### config.mk
export PLATFORM = sky130hd
export DESIGN_NAME = stream_rr_arbiter
export DESIGN_NICKNAME = d
export VERILOG_FILES = /design/src/rtl/stream_rr_arbiter_pkg.sv /design/src/rtl/stream_rr_arbiter_pick.sv /design/src/rtl/stream_rr_arbiter.sv
export SDC_FILE = /design/constraint.sdc
export NUM_CORES = 1
export LEC_CHECK = 0
export ABC_AREA = 1
export CAP_MARGIN = 0
export CORE_AREA = 2 2 149 151
export CTS_BUF_LIST = sky130_fd_sc_hd__clkbuf_2 sky130_fd_sc_hd__clkbuf_4 sky130_fd_sc_hd__clkbuf_8
export CTS_CLUSTER_DIAMETER = 30
export CTS_CLUSTER_SIZE = 14
export DETAILED_ROUTE_END_ITERATION = 7
export DIE_AREA = 0 0 151 153
export SKIP_LAST_GASP = 1
export SYNTH_ARGS = -nofsm -noshare
export SYNTH_HDL_FRONTEND = slang
export SYNTH_SLANG_ARGS = --single-unit
### constraint.sdc
create_clock -name clk -period 2.45 [get_ports clk]
set_input_delay 0.245 -clock clk [delete_from_list [all_inputs] [get_ports clk]]
set_output_delay 0.245 -clock clk [all_outputs]
set_load 0.01 [all_outputs]
### src/rtl/stream_rr_arbiter_pkg.sv
// Shared types and width helpers for the round-robin stream arbiter.
package stream_arb_pkg;

  // Arbiter control states: no grant, or a grant register holding a requester.
  typedef enum logic {
    IDLE = 1'b0,
    BUSY = 1'b1
  } arb_state_t;

  // Ceiling log2; returns 0 for values of 0 or 1.
  function automatic int unsigned clog2(input int unsigned value);
    int unsigned r;
    r = 0;
    while ((64'd1 << r) < 64'(value)) r++;
    return r;
  endfunction

  // Requester index width: at least one bit even for tiny N.
  function automatic int unsigned id_width(input int unsigned n);
    return (clog2(n) < 1) ? 1 : clog2(n);
  endfunction

  // Beat counter width inside a grant; BURST of 2 still needs one bit.
  function automatic int unsigned cnt_width(input int unsigned burst);
    return (clog2(burst) < 1) ? 1 : clog2(burst);
  endfunction

endpackage

### src/rtl/stream_rr_arbiter_pick.sv
// Rotating priority encoder: first set request starting at ptr, wrapping at N.
module rr_priority_pick
  import stream_arb_pkg::*;
#(
  parameter int unsigned N   = 4,
  parameter int unsigned IDW = id_width(N)
) (
  input  logic [N-1:0]   req,
  input  logic [IDW-1:0] ptr,
  output logic           any,
  output logic [IDW-1:0] idx
);

  logic [2*N-1:0] w_dbl;
  logic [IDW:0]   w_sum;

  // Rotate the request vector so bit 0 is the pointer position, then take the
  // lowest set bit and map its offset back to an absolute index modulo N.
  always_comb begin
    w_dbl = {req, req} >> ptr;
    any   = 1'b0;
    idx   = '0;
    w_sum = '0;
    for (int unsigned j = 0; j < N; j++) begin
      if (!any && w_dbl[j]) begin
        any   = 1'b1;
        w_sum = {1'b0, ptr} + (IDW+1)'(j);
        if (w_sum >= (IDW+1)'(N)) begin
          w_sum = w_sum - (IDW+1)'(N);
        end
        idx = w_sum[IDW-1:0];
      end
    end
  end

endmodule

### src/rtl/stream_rr_arbiter.sv
// Round-robin burst arbiter sharing one FIFO write port among N stream
// requesters. A grant lasts until the requester's last beat or BURST beats,
// and every granted beat passes through a single output register.
module stream_rr_arbiter
  import stream_arb_pkg::*;
#(
  parameter int unsigned WIDTH = 72,
  parameter int unsigned N     = 4,
  parameter int unsigned BURST = 16
) (
  input  logic                     clk,
  input  logic                     resetn,
  input  logic [N*WIDTH-1:0]       s_data,
  input  logic [N-1:0]             s_valid,
  input  logic [N-1:0]             s_last,
  output logic [N-1:0]             s_ready,
  output logic [WIDTH-1:0]         m_data,
  output logic                     m_valid,
  input  logic                     m_ready,
  output logic                     m_last,
  output logic [id_width(N)-1:0]   m_id
);

  localparam int unsigned IDW  = id_width(N);
  localparam int unsigned CNTW = cnt_width(BURST);

  arb_state_t       r_state;
  arb_state_t       w_state_nxt;
  logic [IDW-1:0]   r_grant;
  logic [IDW-1:0]   r_ptr;
  logic [CNTW-1:0]  r_cnt;

  logic [WIDTH-1:0] r_m_data;
  logic             r_m_valid;
  logic             r_m_last;
  logic [IDW-1:0]   r_m_id;

  logic             w_pick_any;
  logic [IDW-1:0]   w_pick_idx;
  logic             w_out_free;
  logic             w_sel_valid;
  logic             w_sel_last;
  logic [WIDTH-1:0] w_sel_data;
  logic             w_accept;
  logic             w_cap;
  logic             w_grant_end;

  rr_priority_pick #(
    .N   (N),
    .IDW (IDW)
  ) u_pick (
    .req (s_valid),
    .ptr (r_ptr),
    .any (w_pick_any),
    .idx (w_pick_idx)
  );

  // The output register can take a new beat when empty or draining this cycle.
  assign w_out_free = ~r_m_valid | m_ready;

  // Select the granted requester's valid/last/data; loop mux avoids indexing
  // past N when the grant width covers more codes than requesters.
  always_comb begin
    w_sel_valid = 1'b0;
    w_sel_last  = 1'b0;
    w_sel_data  = '0;
    for (int unsigned i = 0; i < N; i++) begin
      if (r_grant == IDW'(i)) begin
        w_sel_valid = s_valid[i];
        w_sel_last  = s_last[i];
        w_sel_data  = s_data[i*WIDTH +: WIDTH];
      end
    end
  end

  // Ready goes only to the grantee, and only while the output register is free.
  always_comb begin
    s_ready = '0;
    if (r_state == BUSY) begin
      for (int unsigned i = 0; i < N; i++) begin
        s_ready[i] = (r_grant == IDW'(i)) & w_out_free;
      end
    end
  end

  assign w_accept    = (r_state == BUSY) & w_sel_valid & w_out_free;
  assign w_cap       = (r_cnt == CNTW'(BURST - 1));
  assign w_grant_end = w_accept & (w_sel_last | w_cap);

  // Next-state: grant on any request in IDLE, release after the final beat.
  always_comb begin
    w_state_nxt = r_state;
    unique case (r_state)
      IDLE:    if (w_pick_any)  w_state_nxt = BUSY;
      BUSY:    if (w_grant_end) w_state_nxt = IDLE;
      default: w_state_nxt = IDLE;
    endcase
  end

  // State register.
  always_ff @(posedge clk) begin
    if (!resetn) begin
      r_state <= IDLE;
    end else begin
      r_state <= w_state_nxt;
    end
  end

  // Grant register, beat counter and round-robin pointer.
  always_ff @(posedge clk) begin
    if (!resetn) begin
      r_grant <= '0;
      r_cnt   <= '0;
      r_ptr   <= '0;
    end else begin
      if (r_state == IDLE && w_pick_any) begin
        r_grant <= w_pick_idx;
        r_cnt   <= '0;
      end else if (w_accept && !w_grant_end) begin
        r_cnt <= r_cnt + CNTW'(1);
      end
      if (w_grant_end) begin
        r_ptr <= (r_grant == IDW'(N - 1)) ? '0 : r_grant + IDW'(1);
      end
    end
  end

  // Output register: load on accept, otherwise empty out once drained.
  always_ff @(posedge clk) begin
    if (!resetn) begin
      r_m_data  <= '0;
      r_m_valid <= 1'b0;
      r_m_last  <= 1'b0;
      r_m_id    <= '0;
    end else if (w_accept) begin
      r_m_data  <= w_sel_data;
      r_m_valid <= 1'b1;
      r_m_last  <= w_sel_last | w_cap;
      r_m_id    <= r_grant;
    end else if (r_m_valid && m_ready) begin
      r_m_valid <= 1'b0;
    end
  end

  assign m_data  = r_m_data;
  assign m_valid = r_m_valid;
  assign m_last  = r_m_last;
  assign m_id    = r_m_id;

endmodule
==> results of run 1 <==
[power by group]
part | switching [W] | internal, W
clock | 0.000557 | 0.000401
sequential | 0.000168 | 0.00164
combinational | 0.00245 | 0.00192
total | 0.00317 | 0.00396
[flip-flops by register name, summed over array words and instances (netlist names)]
| name | cells |
|---|---|
| m_data | 72 |
| r_cnt | 4 |
| m_id | 2 |
| r_grant | 2 |
| r_ptr | 2 |
| m_last | 1 |
| m_valid | 1 |
| r_state | 1 |
[worst reg2reg max path, delay by kind of cell (launching register included)]
family / cells / cell delay, ps
simple gates: 4 / 490
flops: 1 / 390
compound gates: 2 / 190
fa+ha+maj: 1 / 220
buf+inv: 4 / 830
[final cells by class]
cell class	count	area, µm²
fillers	2304	11800
repair buffers	395	4010
multi-input cells	760	3370
flip-flops and latches	85	1700
well taps	280	350
clock buffers	10	138
inverters	25	93.8
clock inverters	6	47.5
[cells by family (layout without fill, tap and decap cells)]
logic type	count (synthesis)	after routing
flip-flops	85	85
buffers and inverters	98	436
XOR/XNOR	3	3
AO/OA/AOI/OAI	304	304
AND/OR/NAND/NOR	448	448
adder cells (fa/ha/maj)	5	5
[metrics by stage]
| step | total power, W | hold WS [ps] | instance area [µm²] | setup slack [ps] | std cells |
|---|---|---|---|---|---|
| 2_1_floorplan | 0.00441 | 371 | 5500 | 723 | 943 |
| 3_3_place_gp | 0.00627 | 451 | 9520 | 248 | 1545 |
| 3_5_place_dp | 0.00628 | 454 | 9520 | 219 | 1545 |
| 4_1_cts | 0.00727 | 468 | 9710 | 173 | 1561 |
| 5_1_grt | 0.00780 | 482 | 9710 | 28.0 | 1561 |
| 6_report | 0.00714 | 465 | 9710 | 209 | 1561 |
[routing by layer]
layer | up-vias | track usage
met5 | - | 0
met4 | 0 | 0.0708
met3 | 44 | 0.0454
met1 | 3226 | 0.225
met2 | 269 | 0.338
li1 | 3744 | -
[placed cells by master, fill, tap and decap left out, types with 3 or more instances in the layout]
master	synthesis	routed
nand2_1	410	410
clkdlybuf4s50_1	0	378
a21oi_1	157	157
o21ai_0	90	90
dfxtp_1	85	85
o21ai_1	56	56
inv_1	21	21
nor2_1	14	14
nand3_1	14	14
clkbuf_8	0	10
buf_4	9	9
buf_12	0	8
inv_2	4	4
nor3_1	4	4
clkinvlp_4	0	4
nand4_1	3	3
[final timing paths]
check | start | endpoint | slack (ps)
hold / removal | m_data[64] | m_data[64] | 470
setup / recovery | r_grant[0] | s_ready[2] | 210
hold reg to reg | m_data[64] | m_data[64] | 470
setup reg to reg | r_grant[0] | r_ptr[0] | 220
==> results.py, run 1 <==
metrics = {
    "cts": {
        "cts_resized": 0,
        "cts_hold_buf": 0,
        "h-tree-depth": 3,
        "cts_tree": "built",
        "cts_setup_buffers": 0,
        "cts_buffers": 9,
        "clock_path_buffers": 2,
        "worstSkewPairLatency_ps": 370,
        "path_clk_slew_ps": 90,
        "cts_root_buffer": "clkbuf_8",
        "clock_sinks": 85,
    },
    "grt": {
        "grt_pass1_wl_mm": 35.0,
        "overflow": 0,
        "gr-usage-all-layers": 0.192,
        "antenna_found_initial": 0,
        "grt_pass1_vias": 6619,
        "grt_max_degree": 82,
    },
    "sta": {
        "hold_viol": 0,
        "slew_headroom": 0.651,
        "slew_violations": 0,
        "setup_viol": 0,
        "worst_slew_pin_slew_ps": 524,
        "rsz0062_at_grt": "no",
        "finalCritPeriodShare": 0.915,
        "fmax_mhz": 446,
        "min_period_ps": 2240,
        "skew_ps": 8.90,
        "tns_ps": 0,
    },
    "critical_path": {
        "worstSetupEndpointType": "primary output",
        "cpMaxStageDelayCell": "clkdlybuf4s50_1",
        "reg2reg_depth": 11,
        "path_class": "flip-flop to primary output",
        "cp_num_buf_inv": 3,
        "critical_path.top_delay_family": "buffers and inverters",
        "start_kind": "flip-flop",
        "cpPeakStageDelay_ps": 580,
        "crit_required_ps": 2200,
        "worstPathMaxFanout": 14,
        "critPathArrivalTime_ps": 2000,
        "crit_cells": 5,
        "path_cells": "inv_1 -> ha_2 -> inv_2 -> nor3_1 -> clkdlybuf4s50_1",
    },
    "cells_and_area": {
        "area_growth_pct": 76.4,
        "drive_gt1_frac": 0.0336,
        "postLayoutCoreUtil": 0.452,
        "n_antenna_cell": 0,
        "num-nets-final": 1580,
    },
    "power": {
        "powerDensity_mw_per_mm2": 735,
        "vdd_ir_drop_max_uv": 429,
        "p_leak_nw": 3.67,
    },
    "detailed_routing": {
        "routed.top_layer": "met4",
        "ant_nets": 0,
        "drt-met1-wl_mm": 9.59,
        "wl_met2_mm": 11.5,
        "drc": 0,
        "dr_wl_met3_mm": 1.94,
        "drt_wl_total_mm": 23.8,
        "wire_per_inst_um": 15.2,
        "firstDrtPassIters": 4,
        "route.detailed.vias_per_inst": 4.67,
        "num_vias": 7283,
        "drt_iter0_drc": 372,
    },
    "logic_synthesis": {
        "netlist_area_mm2": 0.00550,
        "postSynth.asyncResetShare": 0,
        "synthSimpleGateAreaFrac": 0.314,
        "synth_mux_area_frac": 0,
        "synth_flop_cell": "dfxtp_1",
        "yosys_register_bits": 85,
        "syn_inst": 943,
        "seq_area_frac_synth": 0.309,
        "yosysWarnings": 0,
        "synth.distinct_cells": 23,
        "synth_top_area_frac": 0.309,
        "syn_nets": 1247,
        "synth_top_family_by_area": "simple AND/OR/NAND/NOR gates",
        "synthAdderAreaFrac": 0.0114,
        "synth_xor_xnor_area_share": 0.00477,
        "ys_top_cells_by_area": "dfxtp_1 (31%), nand2_1 (28%), a21oi_1 (14%)",
        "avgSynthCellArea_um2": 5.84,
        "synth_edf_count": 0,
        "yosysTopAreaCell": "dfxtp_1",
        "synth_common_cells": "nand2_1 (410), a21oi_1 (157), o21ai_0 (90), dfxtp_1 (85), o21ai_1 (56)",
        "yosysMostFrequentCell": "nand2_1",
        "synth_compound_area_frac": 0.277,
    },
    "placed_design": {
        "port_buffers": 378,
        "dpl.hpwl_mm": 17.8,
        "routabilityCongestion": 0.881,
    },
    "floorplan": {
        "rows": 54,
        "fp.dieH_um": 153,
        "coreArea_mm2": 0.0215,
        "initial_core_util": 0.256,
        "die_area_mm2": 0.0231,
        "chipWidth_um": 151,
        "ios": 379,
    },
    "min_path": {
        "hold_depth": 2,
        "hold_path_class": "flip-flop to flip-flop",
    },
    "job": {
        "cap_violations": 0,
    },
    "outcome": {
        "status": "finished clean",
    },
}
No activity file was read; power rests on OpenSTA's default activity.
==> run 2, diff against run 1 <==
MAX_ROUTING_LAYER = met4   (was default)
==> run 2 against run 1 <==
Net effect:
- register-to-register slack barely moved
- total power barely moved
- cell area did not move
- via count barely moved
- wire length barely moved
- sequential share of layout area did not move
- largest cell class unchanged
- largest power group unchanged
==> results.py, run 2 (synthesis results as in run 1) <==
metrics = {
    "sta": {
        "rsz0062_at_grt": "no",
        "fmax_mhz": 446,
        "slew_violations": 0,
        "setup_viol": 0,
        "worst_slew_pin_slew_ps": 528,
        "tns_ps": 0,
        "min_period_ps": 2240,
        "skew_ps": 9.12,
        "finalCritPeriodShare": 0.914,
        "fin_ws_ps": 210,
        "slew_headroom": 0.648,
        "hold_viol": 0,
    },
    "cts": {
        "cts_hold_buf": 0,
        "cts_root_buffer": "clkbuf_8",
        "path_clk_slew_ps": 90,
        "worstSkewPairLatency_ps": 370,
        "cts_resized": 0,
        "clock_sinks": 85,
        "clock_path_buffers": 2,
        "cts_tree": "built",
        "h-tree-depth": 3,
        "cts_setup_buffers": 0,
        "cts_buffers": 9,
    },
    "cells_and_area": {
        "n_antenna_cell": 0,
        "mostFrequentLayoutCells": "nand2_1 (410), clkdlybuf4s50_1 (378), a21oi_1 (157)",
        "drive_gt1_frac": 0.0336,
        "num-nets-final": 1580,
        "largest_register_ffs": 72,
        "fin_cells": 1561,
        "layout_commonest_cell": "nand2_1",
        "area_growth_pct": 76.4,
    },
    "grt": {
        "grt_pass1_wl_mm": 34.9,
        "overflow": 0,
        "grt_pass1_vias": 6625,
        "grt_max_degree": 82,
        "antenna_found_initial": 0,
        "gr-usage-all-layers": 0.198,
    },
    "detailed_routing": {
        "num_vias": 7287,
        "firstDrtPassIters": 5,
        "ant_nets": 0,
        "drc": 0,
        "route.detailed.vias_per_inst": 4.67,
        "drt_iter0_drc": 384,
        "drt_wl_total_mm": 23.8,
        "wire_per_inst_um": 15.2,
    },
    "placed_design": {
        "place_ws_ps": 219,
        "port_buffers": 378,
        "dpl.hpwl_mm": 17.8,
        "dpl.cell_count": 1545,
        "routabilityCongestion": 0.895,
    },
    "outcome": {
        "status": "finished clean",
    },
    "floorplan": {
        "initial_core_util": 0.256,
        "ios": 379,
        "fp.dieH_um": 153,
        "chipWidth_um": 151,
        "die_area_mm2": 0.0231,
        "rows": 54,
        "coreArea_mm2": 0.0215,
    },
    "power": {
        "vdd_ir_drop_max_uv": 428,
        "p_leak_nw": 3.67,
        "powerDensity_mw_per_mm2": 735,
    },
    "critical_path": {
        "path_class": "flip-flop to primary output",
        "cpPeakStageDelay_ps": 580,
        "critPathArrivalTime_ps": 2000,
        "worstSetupEndpointType": "primary output",
        "crit_required_ps": 2200,
        "start_kind": "flip-flop",
        "path_cells": "inv_1 -> ha_2 -> inv_2 -> nor3_1 -> clkdlybuf4s50_1",
        "worstPathMaxFanout": 14,
        "cpMaxStageDelayCell": "clkdlybuf4s50_1",
    },
    "job": {
        "cap_violations": 0,
    },
    "min_path": {
        "hold_path_class": "flip-flop to flip-flop",
    },
}
[run 2: cell counts in the layout (fill, tap and decap cells not counted)]
No cell type changed its count.
[run 2: final timing paths]
check	startpoint	to	slack, ps	cells after the start
setup / recovery	r_grant[0]	s_ready[2]	210	5
hold / removal	m_data[4]	m_data[4]	470	2
setup reg to reg	r_grant[0]	r_ptr[0]	220	11
hold reg to reg	m_data[4]	m_data[4]	470	2
[run 2: report_power, final]
| part | internal [W] | switching [W] |
|---|---|---|
| Combinational | 0.00192 | 0.00245 |
| Clock | 0.000401 | 0.000556 |
| Sequential | 0.00164 | 0.000169 |
[run 2: final cells by class]
class | count | area (µm²)
fill | 2304 | 11800
timing repair buffer | 395 | 4010
multi-input combinational | 760 | 3370
sequential | 85 | 1700
tap | 280 | 350
clock buffer | 10 | 138
inverter | 25 | 93.8
clock inverter | 6 | 47.5
[run 2: stage by stage]
step | utilization | cell area [µm²] | hold slack [ps] | total power [W]
floorplan | - | 5500 | 371 | 0.00441
global placement | 0.443 | 9520 | 451 | 0.00627
detailed placement | 0.443 | 9520 | 454 | 0.00628
CTS | 0.452 | 9710 | 468 | 0.00727
global route | 0.452 | 9710 | 482 | 0.00780
finish | 0.452 | 9710 | 466 | 0.00713
[run 2: routing by layer]
metal	global-route usage	vias up	part of all wire
met2	0.339	259	0.49
met3	0.0436	42	0.076
met1	0.225	3237	0.41
li1	-	3749	-
met5	-	-	0
met4	0.0708	0	0.029
[run 2: worst max-delay path, delay by kind of cell (launching register included)]
kind,cells,cell delay (ps)
adder cells (fa/ha/maj),1,220
buffers and inverters,3,820
AND/OR/NAND/NOR,1,200
flip-flops,1,390
==> run 3, diff against run 2 <==
PLACE_DENSITY = 0.61   (was default)
==> run 3 against run 2 <==
Net effect:
- non-clock buffer count decreased by 1
- cell area about the same
- clock skew about the same
- core utilization is essentially flat
- sequential share of layout area hardly changed
- wire length down 0.28%
- global-route usage decreased by 0.065 points
- worst setup slack lost 53 ps
- sequential power hardly changed
- worst hold slack got worse by 2.1 ps
==> results.py, run 3 (synthesis results as in run 1) <==
metrics = {
    "outcome": {
        "status": "finished clean",
    },
    "detailed_routing": {
        "drt_iter0_drc": 343,
        "route.detailed.vias_per_inst": 4.62,
        "ant_nets": 0,
        "drt_wl_total_mm": 23.7,
        "firstDrtPassIters": 4,
        "wire_per_inst_um": 15.2,
        "num_vias": 7209,
        "drc": 0,
    },
    "cells_and_area": {
        "n_antenna_cell": 0,
        "largest_register_ffs": 72,
        "drive_gt1_frac": 0.0321,
        "layout_commonest_cell": "nand2_1",
        "num-nets-final": 1579,
        "postLayoutCoreUtil": 0.452,
        "area_growth_pct": 76.5,
        "mostFrequentLayoutCells": "nand2_1 (410), clkdlybuf4s50_1 (378), a21oi_1 (157)",
    },
    "critical_path": {
        "worstPathMaxFanout": 6,
        "r2r_end": "r_cnt[0]",
        "crit_required_ps": 2200,
        "rrSetupSlack_ps": 410,
        "crit_start": "r_grant[0]",
        "start_kind": "flip-flop",
        "worstSetupEndpointType": "primary output",
        "worstReg2RegStart": "r_grant[0]",
        "cpPeakStageDelay_ps": 590,
        "path_class": "flip-flop to primary output",
        "critPathArrivalTime_ps": 2050,
        "reg2reg_depth": 10,
        "path_cells": "inv_1 -> ha_2 -> inv_2 -> nor3_1 -> clkdlybuf4s50_1",
        "cpMaxStageDelayCell": "clkdlybuf4s50_1",
        "crit_end": "s_ready[2]",
    },
    "sta": {
        "slew_violations": 0,
        "finalCritPeriodShare": 0.936,
        "tns_ps": 0,
        "skew_ps": 9.17,
        "min_period_ps": 2290,
        "fin_ws_ps": 157,
        "rsz0062_at_grt": "no",
        "fmax_mhz": 436,
        "worst_slew_pin_slew_ps": 566,
        "finalHoldWorstSlack_ps": 464,
        "setup_viol": 0,
        "hold_viol": 0,
        "slew_headroom": 0.623,
    },
    "placed_design": {
        "place_ws_ps": 411,
        "routabilityCongestion": 0.844,
        "dpl.hpwl_mm": 17.9,
        "port_buffers": 378,
    },
    "power": {
        "vdd_ir_drop_max_uv": 568,
        "p_leak_nw": 3.69,
        "p_total_w": 0.00735,
        "powerDensity_mw_per_mm2": 757,
    },
    "cts": {
        "cts_tree": "built",
        "cts_buffers": 9,
        "path_clk_slew_ps": 80,
        "clock_sinks": 85,
        "cts_setup_buffers": 0,
        "h-tree-depth": 3,
        "cts_resized": 0,
        "cts_hold_buf": 0,
        "clock_path_buffers": 2,
        "worstSkewPairLatency_ps": 370,
        "cts_root_buffer": "clkbuf_8",
    },
    "grt": {
        "grt_pass1_vias": 6576,
        "gr-usage-all-layers": 0.197,
        "grt_max_degree": 76,
        "antenna_found_initial": 0,
        "grt_pass1_wl_mm": 34.8,
        "overflow": 0,
    },
    "floorplan": {
        "die_area_mm2": 0.0231,
        "coreArea_mm2": 0.0215,
        "rows": 54,
        "ios": 379,
        "initial_core_util": 0.256,
        "fp.dieH_um": 153,
        "chipWidth_um": 151,
    },
    "min_path": {
        "hold_path_class": "flip-flop to flip-flop",
    },
    "job": {
        "cap_violations": 0,
    },
}
[run 3: stage by stage]
| step | cells | instance area [µm²] |
|---|---|---|
| after detailed placement | 1544 | 9470 |
| after global routing | 1559 | 9710 |
| after CTS | 1559 | 9710 |
| after floorplan | 943 | 5500 |
| after global placement | 1544 | 9470 |
| final | 1559 | 9710 |
[run 3: per-layer routing]
metal | vias to the layer above | routed length, µm | GRT usage
met2 | 243 | 11900 | 0.352
li1 | 3735 | - | -
met4 | 0 | 390 | 0.0579
met3 | 21 | 1710 | 0.0376
met5 | - | 0 | -
met1 | 3210 | 9680 | 0.221
[run 3: layout make-up]
class,count,area (µm²)
Fill cell,2273,11800
Timing Repair Buffer,394,3950
Multi-Input combinational cell,760,3370
Sequential cell,85,1700
Tap cell,280,350
Clock buffer,11,151
Clock inverter,4,95.1
Inverter,25,93.8
[run 3: worst min path at each step]
stage,from,depth (start not counted),slack [ps],to
3_5_place_dp,m_data[55],2,450,m_data[55]
2_1_floorplan,resetn,2,370,r_grant[1]
3_3_place_gp,m_data[36],2,450,m_data[36]
5_1_grt,m_data[42],2,480,m_data[42]
4_1_cts,m_data[55],2,470,m_data[55]
6_report,m_data[55],2,460,m_data[55]
[run 3: critical path, delay by kind of cell, from the launching register on]
family	cells	cell delay (ps)
AND/OR/NAND/NOR	1	280
adder cells (fa/ha/maj)	1	230
buffers and inverters	3	780
flip-flops	1	390
[run 3: report_power, final]
group	internal [W]	leakage, nW	switching (W)	total, W
logic	0.00186	2.88	0.00244	0.00430
clock network	0.000726	0.125	0.000517	0.00124
registers	0.00164	0.690	0.000172	0.00182
==> patch 1 (flow settings as in run 2) <==
Change the parameter `BURST` from 16 to 15.
--- a/src/rtl/stream_rr_arbiter.sv
+++ b/src/rtl/stream_rr_arbiter.sv
@@ -8,3 +8,3 @@
   parameter int unsigned N     = 4,
-  parameter int unsigned BURST = 16
+  parameter int unsigned BURST = 15
 ) (
Check against the original RTL: no difference found for any inputs over 10 cycles, from zero or initial values and one cycle with resetn low; that may be too few to reach the edited logic, so the function may still have changed.
==> patch 1 against run 2 <==
Wire length increased by 0.95%; highest routed layer unchanged; final area is 0.30% higher; non-clock buffer count did not move; sequential cell count stayed put; final cell count grew 0.13%; power decreased by 4.4%; largest cell class unchanged; worst setup slack better by 0.085 ns; area after synthesis is 0.16% lower.
==> patch 1: results (changes against run 2) <==
Clock tree
  – Total CTS buffers: 9 (unchanged)
  – Clock buffer depth: 2 (unchanged)
  – Clock-pin slew on the worst setup and hold paths: 0.09 ns (about the same)
  – Worst skew pair latency: 0.36 ns
  – Clock H-tree levels: 3 (unchanged)
  – Post-CTS sizing: 0 (unchanged)
  – Post-CTS setup buffer count: 0 (unchanged)
  – Root Buffer: clkbuf_8 (unchanged)

Yosys
  – Synth Area in Adders: 1.366% (was 1.137%)
  – Ys async rst share: 0% (unchanged)
  – Commonest cells post-synth: nand2_1 (413), a21oi_1 (158), o21ai_0 (91) (was nand2_1 (410), a21oi_1 (157), o21ai_0 (90))
  – Synth Area in Compound Gates: 27.90% (was 27.69%)
  – Sequential element share of the synthesized area: 30.97% (was 30.92%)
  – Syn. warnings: 0 (unchanged)
  – Syn Nets: 1250 (was 1247)
  – Synth top area cells: dfxtp_1 (31%), nand2_1 (28%), a21oi_1 (14%) (unchanged)
  – Mux cell area share after synthesis: 0% (unchanged)
  – Post-Synth XOR/XNOR Area: 0.4783% (was 0.4775%)
  – Synth cell types: 24 (was 23)

Placed design
  – Gpl congestion: 0.8836 (was 0.8952)
  – Placed Area: 9484 µm² (was 9523 µm²)
  – Port Buffer Count: 378 (unchanged)
  – DP HPWL: 17930 µm (was 17790 µm)

Drt
  – DR vias: 7249 (was 7287)
  – DRT iter0 DRCs: 317 (was 384)
  – Drt total wl: 23990 µm (was 23770 µm)
  – First-pass iteration count of the detailed router: 5 (unchanged)

GRT
  – Number of global-route vias before repair: 6874 (was 6625)
  – Pin count of the biggest net entering global routing: 60 (was 82)
  – First-pass GRT wire length: 35910 µm (was 34930 µm)
  – Initial antenna violation count: 0 (unchanged)
  – GRT Total Usage: 20.37% (was 19.76%)

Setup path
  – Worst EP arrival: 1.91 ns (was 2.00 ns)
  – Crit Path Max Fanout: 10 (was 14)
  – CP delay by family, top: buffers and inverters (unchanged)
  – Crit path largest cell delay: 0.49 ns (was 0.58 ns)
  – Crit-path slowest cell: clkdlybuf4s50_1 (unchanged)

Power
  – Maximum vdd drop: 0.3787 mV (was 0.4281 mV)
  – Leak Pwr: 3.699 nW (was 3.672 nW)

Min path
  – Worst min-delay path category: register to register (unchanged)

STA
  – Worst slew pin tran: 0.5554 ns (was 0.5277 ns)
  – Clock Skew: 0.01292 ns (was 0.009120 ns)

Layout
  – # nets final: 1583 (was 1580)
  – Proportion of layout cells with a drive suffix above 1: 3.585% (was 3.357%)
  – Largest register FFs: 72 (unchanged)
  – N_diodes: 0 (unchanged)

Status
  – Status: finished, final reports clean (unchanged)
-- patch 1: cell types whose count changed in the layout (fill, tap and decap cells not counted), moves of 2 or more --
cell and delta:
buf_4 +4, inv_1 -2, clkinvlp_4 -4, bufinv_16 +3
nor2_1 +3, nand2_1 +3, nand3_1 -3, nor3_1 -4
buf_12 -4
-- patch 1: final cells by class --
type                       instances  area [µm²]
fill                            2315       11750
timing repair buffer             395        3961
multi-input combinational        763        3381
sequential                        85        1702
tap                              280       350.3
clock buffer                      11       145.1
clock inverter                     5       107.6
inverter                          24       90.09
-- patch 1: report_power, final --
group / internal (mW) / switching [mW]
clock network: 0.721 / 0.547
registers: 1.61 / 0.141
logic: 1.69 / 2.12
-- patch 1: final timing paths --
check	start	slack (ns)	cells past startpoint	endpoint
setup reg to reg	r_grant[0]$_SDFFE_PN0P_	0.37	10	r_ptr[0]$_SDFFE_PN0P_
hold / removal	m_data[22]$_SDFFE_PN0P_	0.47	2	m_data[22]$_SDFFE_PN0P_
setup / recovery	r_grant[0]$_SDFFE_PN0P_	0.30	5	s_ready[2]
hold reg to reg	m_data[22]$_SDFFE_PN0P_	0.47	2	m_data[22]$_SDFFE_PN0P_
-- patch 1: worst min-delay path: cells and delay by family, from the launching register on --
family | cells | cell delay [ns]
compound gates | 1 | 0.05
flops | 1 | 0.31
simple gates | 1 | 0.06
-- patch 1: kinds of logic after synthesis --
logic type | count (synthesis)
simple gates | 448
compound gates | 306
xor+xnor | 3
buf+inv | 97
flops | 85
fa+ha+maj | 6
-- patch 1: layer usage --
metal | vias up | part of all wire [%] | track usage, %
met4 | 0 | 2.2 | 6.542
li1 | 3753 | - | -
met5 | - | 0 | -
met1 | 3215 | 41 | 22.48
met2 | 253 | 50 | 36.13
met3 | 28 | 7.5 | 4.448
-- patch 1: metrics by stage --
step / setup WS [ns] / total power, mW / hold slack (ns) / cells / utilization (%)
after floorplan: 0.7194 / 3.983 / 0.3709 / 945 / -
after global routing: 0.2066 / 7.438 / 0.4809 / 1563 / 45.32
final: 0.2950 / 6.820 / 0.4659 / 1563 / 45.32
after CTS: 0.2857 / 6.936 / 0.4674 / 1563 / 45.32
after detailed placement: 0.4137 / 5.632 / 0.4556 / 1547 / 44.14
after global placement: 0.4470 / 5.610 / 0.4510 / 1547 / 44.14
==> patch 2 (flow settings as in run 2) <==
Without the edit above. Make the reset (`resetn`) asynchronous in 3 clocked blocks.
--- a/src/rtl/stream_rr_arbiter.sv
+++ b/src/rtl/stream_rr_arbiter.sv
@@ -100,3 +100,3 @@
   // State register.
-  always_ff @(posedge clk) begin
+  always_ff @(posedge clk or negedge resetn) begin
     if (!resetn) begin
@@ -109,3 +109,3 @@
   // Grant register, beat counter and round-robin pointer.
-  always_ff @(posedge clk) begin
+  always_ff @(posedge clk or negedge resetn) begin
     if (!resetn) begin
@@ -128,3 +128,3 @@
   // Output register: load on accept, otherwise empty out once drained.
-  always_ff @(posedge clk) begin
+  always_ff @(posedge clk or negedge resetn) begin
     if (!resetn) begin
Formal check against the unedited RTL: differs if resetn is asserted again (counterexample within 4 cycles, from zero or initial values and one cycle with resetn low); with resetn held inactive, the same outputs for 10 cycles.
==> patch 2 against run 2 <==
Sequential cell count unchanged; global-route usage increased by 1.6 points; wire length increased by 4.5%; first-iteration DRC count decreased by 10%; worst setup slack improved by 0.0026 ns; power increased by 57%; final area increased by 2.0%; utilization increased by 0.90 points; die area unchanged; sequential power increased by 36%; area after synthesis increased by 2.6%; fmax increased by 0.11%.
==> patch 2: results (changes against run 2) <==
GRT
  – Number of global-route vias before repair: 6758 (was 6625)
  – Pin count of the biggest net entering global routing: 74 (was 82)
  – Met2 track demand over resource: 35.56% (was 33.92%)
  – GR met1 Demand/Resource: 25.99% (was 22.46%)

Drt
  – Drt total wl: 24840 µm (was 23770 µm)
  – Met3 wire length: 1801 µm (was 1795 µm)
  – DR vias: 7018 (was 7287)
  – Wire length on met2: 12040 µm (was 11610 µm)
  – Routed WL per cell: 16.86 µm (was 15.22 µm)
  – Met1 Routed Length: 10340 µm (was 9676 µm)
  – DRT iter0 DRCs: 345 (was 384)

Setup path
  – Crit Path Max Fanout: 4 (was 14)
  – Reg2Reg Setup Slack: 0.44 ns (was 0.22 ns)
  – Critical Path Sink: s_ready[0] (was s_ready[2])
  – Reg2Reg Launch Point: r_grant[1]$_DFFE_PN0P_ (was r_grant[0]$_SDFFE_PN0P_)
  – Critical Path Start: r_grant[0]$_DFFE_PN0P_ (was r_grant[0]$_SDFFE_PN0P_)
  – Reg-to-Reg End: r_ptr[0]$_DFFE_PN0P_ (was r_ptr[0]$_SDFFE_PN0P_)

STA
  – Slew HR: 62.09% (was 64.82%)
  – Clock Skew: 0.008361 ns (was 0.009120 ns)

Yosys
  – Synth Instances: 848 (was 943)
  – Ys async rst share: 100.0% (was 0%)
  – Syn Nets: 1152 (was 1247)
  – Sequential element share of the synthesized area: 37.67% (was 30.92%)
  – Post-Synth XOR/XNOR Area: 0.4653% (was 0.4775%)
  – Synth cell types: 25 (was 23)
  – Synth top area cells: dfrtp_1 (38%), nor2_1 (15%), a21oi_1 (13%) (was dfxtp_1 (31%), nand2_1 (28%), a21oi_1 (14%))
  – Ys flop type: dfrtp_1 (was dfxtp_1)

Clock tree
  – Hold buffer count at CTS: 1 (was 0)

Min path
  – Worst min-delay path category: primary input to async pin (was register to register)

Power
  – Leak Pwr: 4.180 nW (was 3.672 nW)

Placed design
  – Post-place setup slack: 0.4343 ns (was 0.2189 ns)
  – Gpl congestion: 0.8789 (was 0.8952)

Status
  – Status: finished, final reports clean (unchanged)

Layout
  – Proportion of layout cells with a drive suffix above 1: 4.107% (was 3.357%)
## patch 2: changes by cell type in the layout (fill, tap and decap cells not counted), sizes merged, moves of 2 or more
cell	change
dfxtp	-85
o31ai	+72
nand2	-222
nor2	+212
nand3	+3
o21ai	-140
clkdlybuf4s50	-2
clkbuf	+3
clkinvlp	-4
inv	-3
a21oi	-10
dfrtp	+85
## patch 2: area by class of cell
class                           count  area [µm²]
Sequential cell                    85        2127
Timing Repair Buffer              395        3989
Inverter                           23       86.33
Clock buffer                       13       172.7
Tap cell                          280       350.3
Multi-Input combinational cell    676        3146
Clock inverter                      1       30.03
Fill cell                        2201       11580
## patch 2: power groups by stage
stage	combinational [mW]	clock [mW]	sequential, mW
3_3_place_gp	7.74	0	2.47
4_1_cts	7.81	1.12	2.47
5_1_grt	8.62	1.18	2.55
3_5_place_dp	7.80	0	2.48
6_report	7.69	1.07	2.46
2_1_floorplan	4.42	0	2.69
